## src/rtl/pwm_reg_bank.sv

```systemverilog
// Multi-channel PWM generator with a byte-wide register bank for an SPI slave.
// Define PWM_SHADOW_EN to double-buffer PERIOD/DUTY so updates land on a period boundary.
module pwm_reg_bank #(
  parameter int NUM_CH = 4
) (
  input  logic              clk,
  input  logic              rst_n,
  input  logic [7:0]        addr,
  input  logic [7:0]        data_wr,
  input  logic              wr_en,
  output logic [7:0]        data_rd,
  output logic [NUM_CH-1:0] pwm_out
);

  localparam logic [7:0] ADDR_CTRL = 8'h00;
  localparam logic [7:0] ADDR_PSC  = 8'h01;
  localparam logic [7:0] ADDR_PER  = 8'h10;
  localparam logic [7:0] ADDR_DUTY = 8'h20;
  localparam logic [7:0] ADDR_ID   = 8'h3F;
  localparam logic [7:0] ID_VALUE  = 8'hA5;

  logic              wr_en_q;
  logic              armed;
  logic              strobe;
  logic [NUM_CH-1:0] ctrl;
  logic [7:0]        prescale;
  logic [7:0]        psc_cnt;
  logic              tick;
  logic [7:0]        period_w [NUM_CH];
  logic [7:0]        duty_w   [NUM_CH];
  logic [7:0]        period_a [NUM_CH];
  logic [7:0]        duty_a   [NUM_CH];
  logic [7:0]        cnt      [NUM_CH];
  logic [NUM_CH-1:0] sel_per;
  logic [NUM_CH-1:0] sel_duty;
  logic [NUM_CH-1:0] wrap;

  // armed blocks a write from a wr_en level that was already high across reset release
  assign strobe = wr_en & ~wr_en_q & armed;
  assign tick   = (psc_cnt == prescale);

  always_comb begin
    sel_per  = '0;
    sel_duty = '0;
    wrap     = '0;
    for (int i = 0; i < NUM_CH; i++) begin
      sel_per[i]  = (addr == ADDR_PER + 8'(i));
      sel_duty[i] = (addr == ADDR_DUTY + 8'(i));
      wrap[i]     = ctrl[i] & tick & (cnt[i] == period_a[i]);
    end
  end

  always_comb begin
    data_rd = 8'h00;
    if (addr == ADDR_CTRL)
      data_rd = 8'(ctrl);
    else if (addr == ADDR_PSC)
      data_rd = prescale;
    else if (addr == ADDR_ID)
      data_rd = ID_VALUE;
    for (int i = 0; i < NUM_CH; i++) begin
      if (sel_per[i])
        data_rd = period_w[i];
      if (sel_duty[i])
        data_rd = duty_w[i];
    end
  end

  always_ff @(posedge clk or negedge rst_n) begin
    if (!rst_n) begin
      wr_en_q  <= 1'b0;
      armed    <= 1'b0;
      ctrl     <= '0;
      prescale <= 8'h00;
      psc_cnt  <= 8'h00;
      for (int i = 0; i < NUM_CH; i++) begin
        period_w[i] <= 8'hFF;
        duty_w[i]   <= 8'h00;
      end
    end else begin
      wr_en_q <= wr_en;
      if (!wr_en)
        armed <= 1'b1;
      if ((strobe && addr == ADDR_PSC) || tick)
        psc_cnt <= 8'h00;
      else
        psc_cnt <= psc_cnt + 8'd1;
      if (strobe) begin
        if (addr == ADDR_CTRL)
          ctrl <= data_wr[NUM_CH-1:0];
        if (addr == ADDR_PSC)
          prescale <= data_wr;
        for (int i = 0; i < NUM_CH; i++) begin
          if (sel_per[i])
            period_w[i] <= data_wr;
          if (sel_duty[i])
            duty_w[i] <= data_wr;
        end
      end
    end
  end

`ifdef PWM_SHADOW_EN
  // Active copy follows the shadow while idle, otherwise only at the wrap
  always_ff @(posedge clk or negedge rst_n) begin
    if (!rst_n) begin
      for (int i = 0; i < NUM_CH; i++) begin
        period_a[i] <= 8'hFF;
        duty_a[i]   <= 8'h00;
      end
    end else begin
      for (int i = 0; i < NUM_CH; i++) begin
        if (!ctrl[i] || wrap[i]) begin
          period_a[i] <= period_w[i];
          duty_a[i]   <= duty_w[i];
        end
      end
    end
  end
`else
  always_comb begin
    for (int i = 0; i < NUM_CH; i++) begin
      period_a[i] = period_w[i];
      duty_a[i]   = duty_w[i];
    end
  end
`endif

  always_ff @(posedge clk or negedge rst_n) begin
    if (!rst_n) begin
      pwm_out <= '0;
      for (int i = 0; i < NUM_CH; i++)
        cnt[i] <= 8'h00;
    end else begin
      for (int i = 0; i < NUM_CH; i++) begin
        pwm_out[i] <= ctrl[i] & (cnt[i] < duty_a[i]);
        if (!ctrl[i] || wrap[i])
          cnt[i] <= 8'h00;
        else if (tick)
          cnt[i] <= cnt[i] + 8'd1;
      end
    end
  end

endmodule
```

## config.mk

```make
export PLATFORM = sky130hd
export DESIGN_NAME = pwm_reg_bank
export DESIGN_NICKNAME = d
export VERILOG_FILES = /design/src/rtl/pwm_reg_bank.sv
export SDC_FILE = /design/constraint.sdc
export NUM_CORES = 1
export LEC_CHECK = 0
export ABC_AREA = 1
export CAP_MARGIN = 20
export CORE_UTILIZATION = 65
export DETAILED_ROUTE_END_ITERATION = 8
export PLACE_DENSITY = 0.84
export SLEW_MARGIN = 40
export SYNTH_ARGS = -nofsm -noshare
export SYNTH_HDL_FRONTEND = slang
export SYNTH_SLANG_ARGS = --single-unit
export TNS_END_PERCENT = 20
```

## constraint.sdc

```tcl
create_clock -name clk -period 2.75 [get_ports clk]
set_input_delay 0.55 -clock clk [delete_from_list [all_inputs] [get_ports clk]]
set_output_delay 0.55 -clock clk [all_outputs]
set_load 0.05 [all_outputs]
```

==> results.sh, run 1 <==
export IMPL_yosys_warnings=0
export IMPL_first_iter_violations=578
export IMPL_final_nets=982
export IMPL_fin_crit_sh_pct=95.1
export IMPL_grt_pass1_vias=6109
export IMPL_syn_inst=881
export IMPL_cp_start_kind="input pin"
export IMPL_hp_class="input pin to async pin"
export IMPL_die_area_um2=11400
export IMPL_ir_drop_mv=0.605
export IMPL_antenna_found_initial=0
export IMPL_crit_fanout=5
export IMPL_gr_total_overflow=0
export IMPL_p_per_area_nw_per_um2=578
export IMPL_maxSlewHeadroom_pct=62.6
export IMPL_slew_viol_final=0
export IMPL_end_kind="output pin"
export IMPL_routed_wirelength_mm=18.3
export IMPL_synth_distinct_cells=34
export IMPL_synth_edf_count=0
export IMPL_rsz0062_at_grt="no"
export IMPL_tightest_slew_ns=0.561
export IMPL_period_needed_ns=2.62
export IMPL_hold_viol=0
export IMPL_port_buffers=30
export IMPL_dp_cells=1046
export IMPL_htree_levels=4
export IMPL_cts_clk_slew_worst_paths_ns=0.05
export IMPL_leakagePower_nw=3.98
export IMPL_cp_data_required_time_ns=2.20
export IMPL_die_y_um=107
export IMPL_holdWs_ns=0.356
export IMPL_fin_worst_skew_ns=0.00911
export IMPL_synthesis_area_um2=7130
export IMPL_die_w_um=107
export IMPL_synth_seq_cells=122
export IMPL_drive_gt1_share_pct=15.8
export IMPL_post_place_ws_ns=-0.192
export IMPL_root_buffer="clkbuf_8"
export IMPL_fin_cells=1079
export IMPL_cts_setup_buffers=0
export IMPL_clock_path_buffers=2
export IMPL_fin_tns_setup_ns=0
export IMPL_fmax_mhz=382
export IMPL_dpl_hpwl_mm=12.9
export IMPL_ys_flop_type="dfrtp_1"
export IMPL_firstDrtPassIters=6
export IMPL_arrival_ns=2.07
export IMPL_grt_max_degree=76
export IMPL_wl_per_cell_um=17.0
export IMPL_ant_nets=0
export IMPL_cts_made_buffers=17
export IMPL_syn2layout_area_growth_pct=17.4
export IMPL_cts_tree="built"
export IMPL_seq_area_frac_synth_pct=43.4
export IMPL_cts_sinks=122
export IMPL_ioPinCount=31
export IMPL_rr_worst_depth=9
export IMPL_layout_setup_ws_ns=0.133
export IMPL_drc=0
export IMPL_setup_viol=0
export IMPL_clk_latency_ns=0.54
export IMPL_cap_violations=0
export IMPL_placed_area_um2=7710
export IMPL_diodes=0
export IMPL_place_congestion=0.972
export IMPL_synth_nets=933
export IMPL_via_per_inst=5.83
export IMPL_path_class="input pin to output pin"
export IMPL_start_util_pct=68.2
export IMPL_grt_pass1_wl_mm=30.2
export IMPL_row_count=37
export IMPL_coreArea_um2=10500
export IMPL_grtUsageTotal_pct=35.0
export IMPL_fin_area_um2=8370
export IMPL_avgSynthCellArea_um2=8.10
export IMPL_async_flop_share_pct=100
export IMPL_vias=6286
export IMPL_status="complete, no violations"
[final timing paths]
check | start | end | slack [ns]
min reg2reg | psc_cnt[0] | psc_cnt[0] | 0.48
max in group asynchronous | rst_n | period_a[5] | 1.66
max | addr[6] | data_rd[6] | 0.13
min | rst_n | cnt[28] | 0.36
min in group clk | psc_cnt[0] | psc_cnt[0] | 0.48
max reg2reg | psc_cnt[0] | cnt[17] | 0.89
[worst max-delay path, cell delays in order]
cell	delay, ns
dlygate4sd2_1	0.27
nor2_4	0.22
nand3_4	0.16
nor2_4	0.17
inv_2	0.07
o21ai_1	0.13
inv_1	0.06
nand3_1	0.08
nand2_1	0.05
nand4_1	0.14
buf_12	0.16
[placed cells by master, fill, tap and decap left out, types with 14 or more instances in the layout]
cell,n
clkbuf_16,16
a21oi_1,33
dfstp_2,32
xor2_1,39
nor2_1,52
nand2_1,244
o21ai_0,32
buf_4,17
ha_1,33
dfrtp_1,90
nand4_1,42
o21ai_1,55
inv_1,91
nand3_1,14
[logic make-up (layout without fill, tap and decap cells)]
| kind of cell | after synthesis | in the layout | synth area share [%] |
|---|---|---|---|
| AND/OR/NAND/NOR | 422 | 422 | 27.6 |
| flip-flops | 122 | 122 | 43.4 |
| buffers and inverters | 119 | 181 | 6.86 |
| XOR/XNOR | 51 | 51 | 6.26 |
| AO/OA/AOI/OAI | 134 | 134 | 10.1 |
| adder cells (fa/ha/maj) | 33 | 33 | 5.79 |
[state kept, by name, indices dropped and copies added (netlist names)]
register and count:
wr_en_q 1, cnt 32, ctrl 4, duty_a 32, psc_cnt 8, pwm_out 4, armed 1, period_a 32
prescale 8
[layer usage]
metal	routed length, um	GRT usage, %
met4	501	14.8
met5	0	0
met2	8610	55.0
met3	1380	7.11
met1	7800	47.5
[through the flow]
step	util (%)	total power, mW
after detailed placement	73.7	2.54
after CTS	80.0	4.84
after floorplan	-	2.38
final	80.0	4.84
after global placement	73.7	2.52
after global routing	80.0	4.97
[cells in the mapped netlist (11+ instances only)]
cell type / instances / area share, %
inv_1: 92 / 4.8
nand2_2: 11 / 0.96
nor2_1: 53 / 2.8
o21ai_0: 32 / 2.2
ha_1: 33 / 5.8
o21ai_1: 55 / 3.9
xor2_1: 39 / 4.8
dfrtp_1: 90 / 32
dfstp_2: 32 / 12
xnor2_1: 12 / 1.5
a21oi_1: 33 / 2.3
nor3_1: 16 / 1.1
nand4_1: 42 / 3.7
nand3_1: 14 / 0.98
nand2_1: 245 / 13
[cell type report]
type | instances | area, um^2
fill | 692 | 2090
multi-input combinational | 640 | 3590
inverter | 101 | 384
clock inverter | 10 | 139
clock buffer | 22 | 483
tap | 136 | 170
sequential | 122 | 3090
timing repair buffer | 48 | 514
[power by group]
part | leakage (nW) | switching (mW) | total (mW) | internal [mW]
Sequential | 1.57 | 0.0547 | 1.91 | 1.86
Combinational | 2.11 | 0.434 | 0.604 | 0.171
Clock | 0.295 | 0.819 | 2.32 | 1.50
Total | 3.98 | 1.31 | 4.84 | 3.53
[timing repair]
| action | CTS | global route |
|---|---|---|
| cloned | 0 | 0 |
| resized for setup | 17 | 2 |
| endpoints found under the hold margin | 3 | 0 |
| hold buffers | 1 | 0 |
| endpoints found under the setup margin | 8 | 1 |
| pin swaps | 7 | 4 |
Power figures use the tool's default switching activity.
==> run 2: changes to the inputs <==
--- a/config.mk
+++ b/config.mk
@@ -10,5 +10,5 @@
 export CORE_UTILIZATION = 65
 export DETAILED_ROUTE_END_ITERATION = 8
-export PLACE_DENSITY = 0.84
+export PLACE_DENSITY = 0.92
 export SLEW_MARGIN = 40
 export SYNTH_ARGS = -nofsm -noshare
==> constraint.sdc (replaced) <==
create_clock -name clk -period 2.75 [get_ports clk]
set_input_delay 0.55 -clock clk [delete_from_list [all_inputs] [get_ports clk]]
set_output_delay 0.55 -clock clk [all_outputs]
set_load 0.02 [all_outputs]
==> results.sh, run 2 (synthesis results as in run 1) <==
export IMPL_leakagePower_nw=3.92
export IMPL_fill_cells=652
export IMPL_fin_cells=1080
export IMPL_coreArea_um2=10500
export IMPL_cap_violations=0
export IMPL_root_buffer="clkbuf_8"
export IMPL_die_w_um=107
export IMPL_gr_total_overflow=0
export IMPL_cts_setup_buffers=0
export IMPL_hp_class="input pin to async pin"
export IMPL_final_nets=983
export IMPL_crit_end="data_rd[3]"
export IMPL_via_per_inst=5.88
export IMPL_period_needed_ns=2.69
export IMPL_tightest_slew_ns=0.674
export IMPL_cts_made_buffers=17
export IMPL_path_class="input pin to output pin"
export IMPL_vias=6345
export IMPL_row_count=37
export IMPL_hold_buffers=0
export IMPL_drc=0
export IMPL_first_iter_violations=671
export IMPL_grt_max_degree=123
export IMPL_wl_met2_mm=9.12
export IMPL_fmax_mhz=371
export IMPL_diodes=0
export IMPL_drive_gt1_share_pct=15.5
export IMPL_antenna_found_initial=0
export IMPL_cp_start_kind="input pin"
export IMPL_clock_path_buffers=2
export IMPL_cts_clk_slew_worst_paths_ns=0.06
export IMPL_hold_viol=0
export IMPL_syn2layout_area_growth_pct=14.6
export IMPL_crit_family="buffers and inverters"
export IMPL_wl_met1_mm=7.40
export IMPL_cts_sinks=122
export IMPL_cp_depth=10
export IMPL_ioPinCount=31
export IMPL_post_place_ws_ns=-0.466
export IMPL_routed_wirelength_mm=18.7
export IMPL_grt_pass1_vias=6282
export IMPL_maxSlewHeadroom_pct=55.0
export IMPL_holdWs_ns=0.0585
export IMPL_slew_viol_final=0
export IMPL_arrival_ns=2.14
export IMPL_fin_worst_skew_ns=0.00603
export IMPL_die_y_um=107
export IMPL_multi_input_area_um2=3580
export IMPL_topRoutingLayerUsed="met4"
export IMPL_final_common_cell="nand2_1"
export IMPL_die_area_um2=11400
export IMPL_grt_pass1_wl_mm=30.5
export IMPL_fin_crit_sh_pct=97.9
export IMPL_path_cells="dlygate4sd2_1 > nor2_4 > nand3_4 > buf_4 > inv_2 > nand2_1 > inv_2 > nand2_1 > nand4_1 > clkdlybuf4s15_1"
export IMPL_reg2reg_from="psc_cnt[0]"
export IMPL_place_congestion=0.916
export IMPL_port_buffers=30
export IMPL_seqCellArea_um2=3090
export IMPL_firstDrtPassIters=5
export IMPL_r2r_slack_ns=0.80
export IMPL_htree_levels=4
export IMPL_fin_tns_setup_ns=0
export IMPL_reg_top3="cnt (32), duty_a (32), period_a (32)"
export IMPL_rr_worst_depth=9
export IMPL_cp_slowest_cell="clkdlybuf4s15_1"
export IMPL_dpl_hpwl_mm=12.1
export IMPL_cp_data_required_time_ns=2.20
export IMPL_wl_per_cell_um=17.3
export IMPL_crit_buf_inv=5
export IMPL_p_per_area_nw_per_um2=558
export IMPL_ant_nets=0
export IMPL_dp_cells=1048
export IMPL_startpoint="addr[7]"
export IMPL_end_kind="output pin"
export IMPL_start_util_pct=68.2
export IMPL_grtUsageTotal_pct=35.3
export IMPL_setup_viol=0
export IMPL_mostFrequentLayoutCells="nand2_1, inv_1, dfrtp_1, o21ai_1, nor2_1"
export IMPL_r2r_end="cnt[9]"
export IMPL_layout_setup_ws_ns=0.0571
export IMPL_status="complete, no violations"
export IMPL_crit_fanout=8
export IMPL_cp_slowest_stage_delay_ns=0.31
export IMPL_met3WireLength_mm=1.54
export IMPL_clk_latency_ns=0.55
export IMPL_cts_tree="built"
export IMPL_ir_drop_mv=0.358
==> run 2: worst register-to-register path: stages, from the launching register on <==
cell	delay, ns
dfrtp_1	0.41
inv_1	0.08
or2_0	0.15
nand4_1	0.14
nor2_2	0.22
nand2_8	0.15
inv_6	0.29
nor2_1	0.21
nand2_1	0.08
o21ai_0	0.10
==> run 2: area by class of cell <==
type | count | area share [%]
multi-input combinational | 640 | 43.8
sequential | 122 | 37.8
clock buffer | 21 | 5.25
timing repair buffer | 49 | 5.11
inverter | 101 | 4.70
tap | 136 | 2.08
clock inverter | 11 | 1.22
==> run 2: worst min-delay path by stage <==
stage	from	slack, ns	cells past startpoint	to
2_1_floorplan	rst_n	0.25	0	armed
3_3_place_gp	duty_a[15]	0.46	2	duty_a[15]
3_5_place_dp	duty_a[20]	0.48	2	duty_a[20]
4_1_cts	rst_n	0.14	2	psc_cnt[2]
5_1_grt	rst_n	0.15	2	psc_cnt[2]
6_report	rst_n	0.06	2	psc_cnt[2]
==> run 2: per-layer routing <==
metal  global-route usage (%)  vias up
met5                        0        -
met4                     16.8        0
met3                     8.21       60
met2                     58.2      315
met1                     44.0     2990
li1                         -     2980
==> run 2: where the power goes <==
part / leakage, nW / internal [mW] / switching (mW)
sequential: 1.57 / 1.86 / 0.0537
combinational: 2.09 / 0.169 / 0.452
clock: 0.256 / 1.19 / 0.833
total: 3.92 / 3.22 / 1.34
==> run 2: repair_timing <==
action                     CTS  global route
resized for setup           37            12
pin swaps                    1             2
setup endpoints to repair    8             8
==> run 2: stage by stage <==
| stage | power, mW | cell area [um^2] | utilization [%] |
|---|---|---|---|
| after floorplan | 2.38 | 7130 | - |
| after global placement | 2.53 | 7650 | 73.1 |
| after detailed placement | 2.54 | 7650 | 73.1 |
| after CTS | 4.54 | 8210 | 78.4 |
| after global routing | 4.71 | 8170 | 78.1 |
| final | 4.56 | 8170 | 78.1 |
==> variant: new RTL, config.mk and constraints of run 2 <==
The parameter `NUM_CH` goes from 4 to 2.
--- a/src/rtl/pwm_reg_bank.sv
+++ b/src/rtl/pwm_reg_bank.sv
@@ -2,5 +2,5 @@
 // Define PWM_SHADOW_EN to double-buffer PERIOD/DUTY so updates land on a period boundary.
 module pwm_reg_bank #(
-  parameter int NUM_CH = 4
+  parameter int NUM_CH = 2
 ) (
   input  logic              clk,
Ports: changed (resized pwm_out); port bits go from 31 to 29. The function was not compared with the original's and may differ.
==> variant against run 2 <==
Sequential power shrank 41%; setup slack lost 0.023 ns; sequential cell count shrank 52; via count shrank 37%; critical path depth shrank 2; non-clock buffer count shrank 9; synthesized area shrank 39%; design area shrank 40%; fmax shrank 0.85%; clock power shrank 55%; wire length shrank 42%; total power shrank 46%.
==> variant: results <==
[setup_path]
rr_startpoint = prescale[6]
timing.rr.end = cnt[3]
r2r_slack_ns = 1.16
arrival_ns = 2.17
crit_slowest_cell = clkdlybuf4s50_1
crit_fanout = 9
slowest_delay_ns = 0.52

[cells_and_area]
fin_nets = 666
reg.largest.list = cnt (16), duty_a (16), period_a (16)
nFillCells = 398
diodes = 0
drive_gt1_share_pct = 14.5
final_area_um2 = 4940

[outcome]
status = complete, no violations

[clock_tree]
ctsRootBufferMaster = clkbuf_8
clk_latency_ns = 0.36
clk_pin_slew_ns = 0.08
numCtsBuffers = 9
clock_path_buffers = 2
h-tree-depth = 3
cts_resized = 10

[detailed_routing]
dr_total_vias = 3995
drtIter0Drc = 273
routed_wl_um = 10800
dr.pass1.iters = 4

[global_route]
grt_first_pass_wirelength_um = 18900
track_usage_pct = 34.3
first_global_vias = 4067
grt_max_degree = 71

[pwr]
p_leak_nw = 2.53
vdd_drop_max_v = 0.000464

[synthesis]
synth_nets = 626
yosysWarnings = 0
synthTopCellsByArea = dfrtp_1, nand2_1, dfstp_2
seq_area_frac_synth_pct = 40.7
netlist.area_leader.share_pct = 31.1
ys_types = 28
synth_commonest_cells = nand2_1, inv_1, dfrtp_1

[timing]
hold_slack_ns = 0.194
finClkSkew_ns = 0.00814
slew_viol_final = 0
worstMarginPinSlew_ns = 0.362

[flow_run]
maxCapViolations = 0

[min_path]
hold_path_class = input pin to async pin

[placement]
hpwl_um = 7730
port_buffers = 28
placed_area_um2 = 4760
gp_congestion = 0.940
place_ws_ns = -0.284
==> variant: cell types whose count changed after synthesis, sizes merged, moves of 21 or more <==
cell	delta
dfrtp	-36
o21ai	-45
xor2	-31
nand2	-42
a21oi	-21
==> variant: metrics by stage <==
stage / power, W / std cells
after floorplan: 0.00145 / 590
after global placement: 0.00155 / 696
after detailed placement: 0.00157 / 696
after CTS: 0.00247 / 712
after global routing: 0.00257 / 712
final: 0.00247 / 712
==> variant: power breakdown <==
group	leakage, nW	switching, W	internal (W)
Sequential	0.907	0.0000550	0.00108
Combinational	1.52	0.000285	0.000144
Clock	0.0998	0.000400	0.000513
Total	2.53	0.000740	0.00173
==> variant: final cells by class <==
type	count	area share [%]
repair buffers	40	7.44
multi-input cells	419	43.6
well taps	77	1.95
clock buffers	11	2.66
flip-flops and latches	70	35.8
clock inverters	5	1.70
inverters	90	6.83
==> variant: how the worst max path moves through the flow <==
stage / endpoint / slack, ns / from / cells after the start
2_1_floorplan: data_rd[5] / 0.87 / addr[1] / 7
6_report: data_rd[7] / 0.03 / addr[5] / 8
5_1_grt: data_rd[7] / -0.10 / addr[7] / 9
4_1_cts: data_rd[2] / 0.0009 / addr[5] / 8
3_3_place_gp: data_rd[3] / -0.21 / addr[5] / 8
3_5_place_dp: data_rd[1] / -0.28 / addr[5] / 8
==> variant: metal layers <==
metal  part of all wire [%]  vias to the layer above  GRT usage (%)
met3                    6.5                       51           6.33
met1                     41                     1839           42.8
met2                     48                      166           57.0
met4                    4.6                        0           17.9
li1                       -                     1939              -
met5                      0                        -              0
==> variant: cell families after synthesis <==
kind of cell	after synthesis	share of synthesized area [%]
compound gates	66	9.18
simple gates	320	32.2
xor+xnor	16	3.22
fa+ha+maj	17	4.89
flops	70	40.7
buf+inv	101	9.76
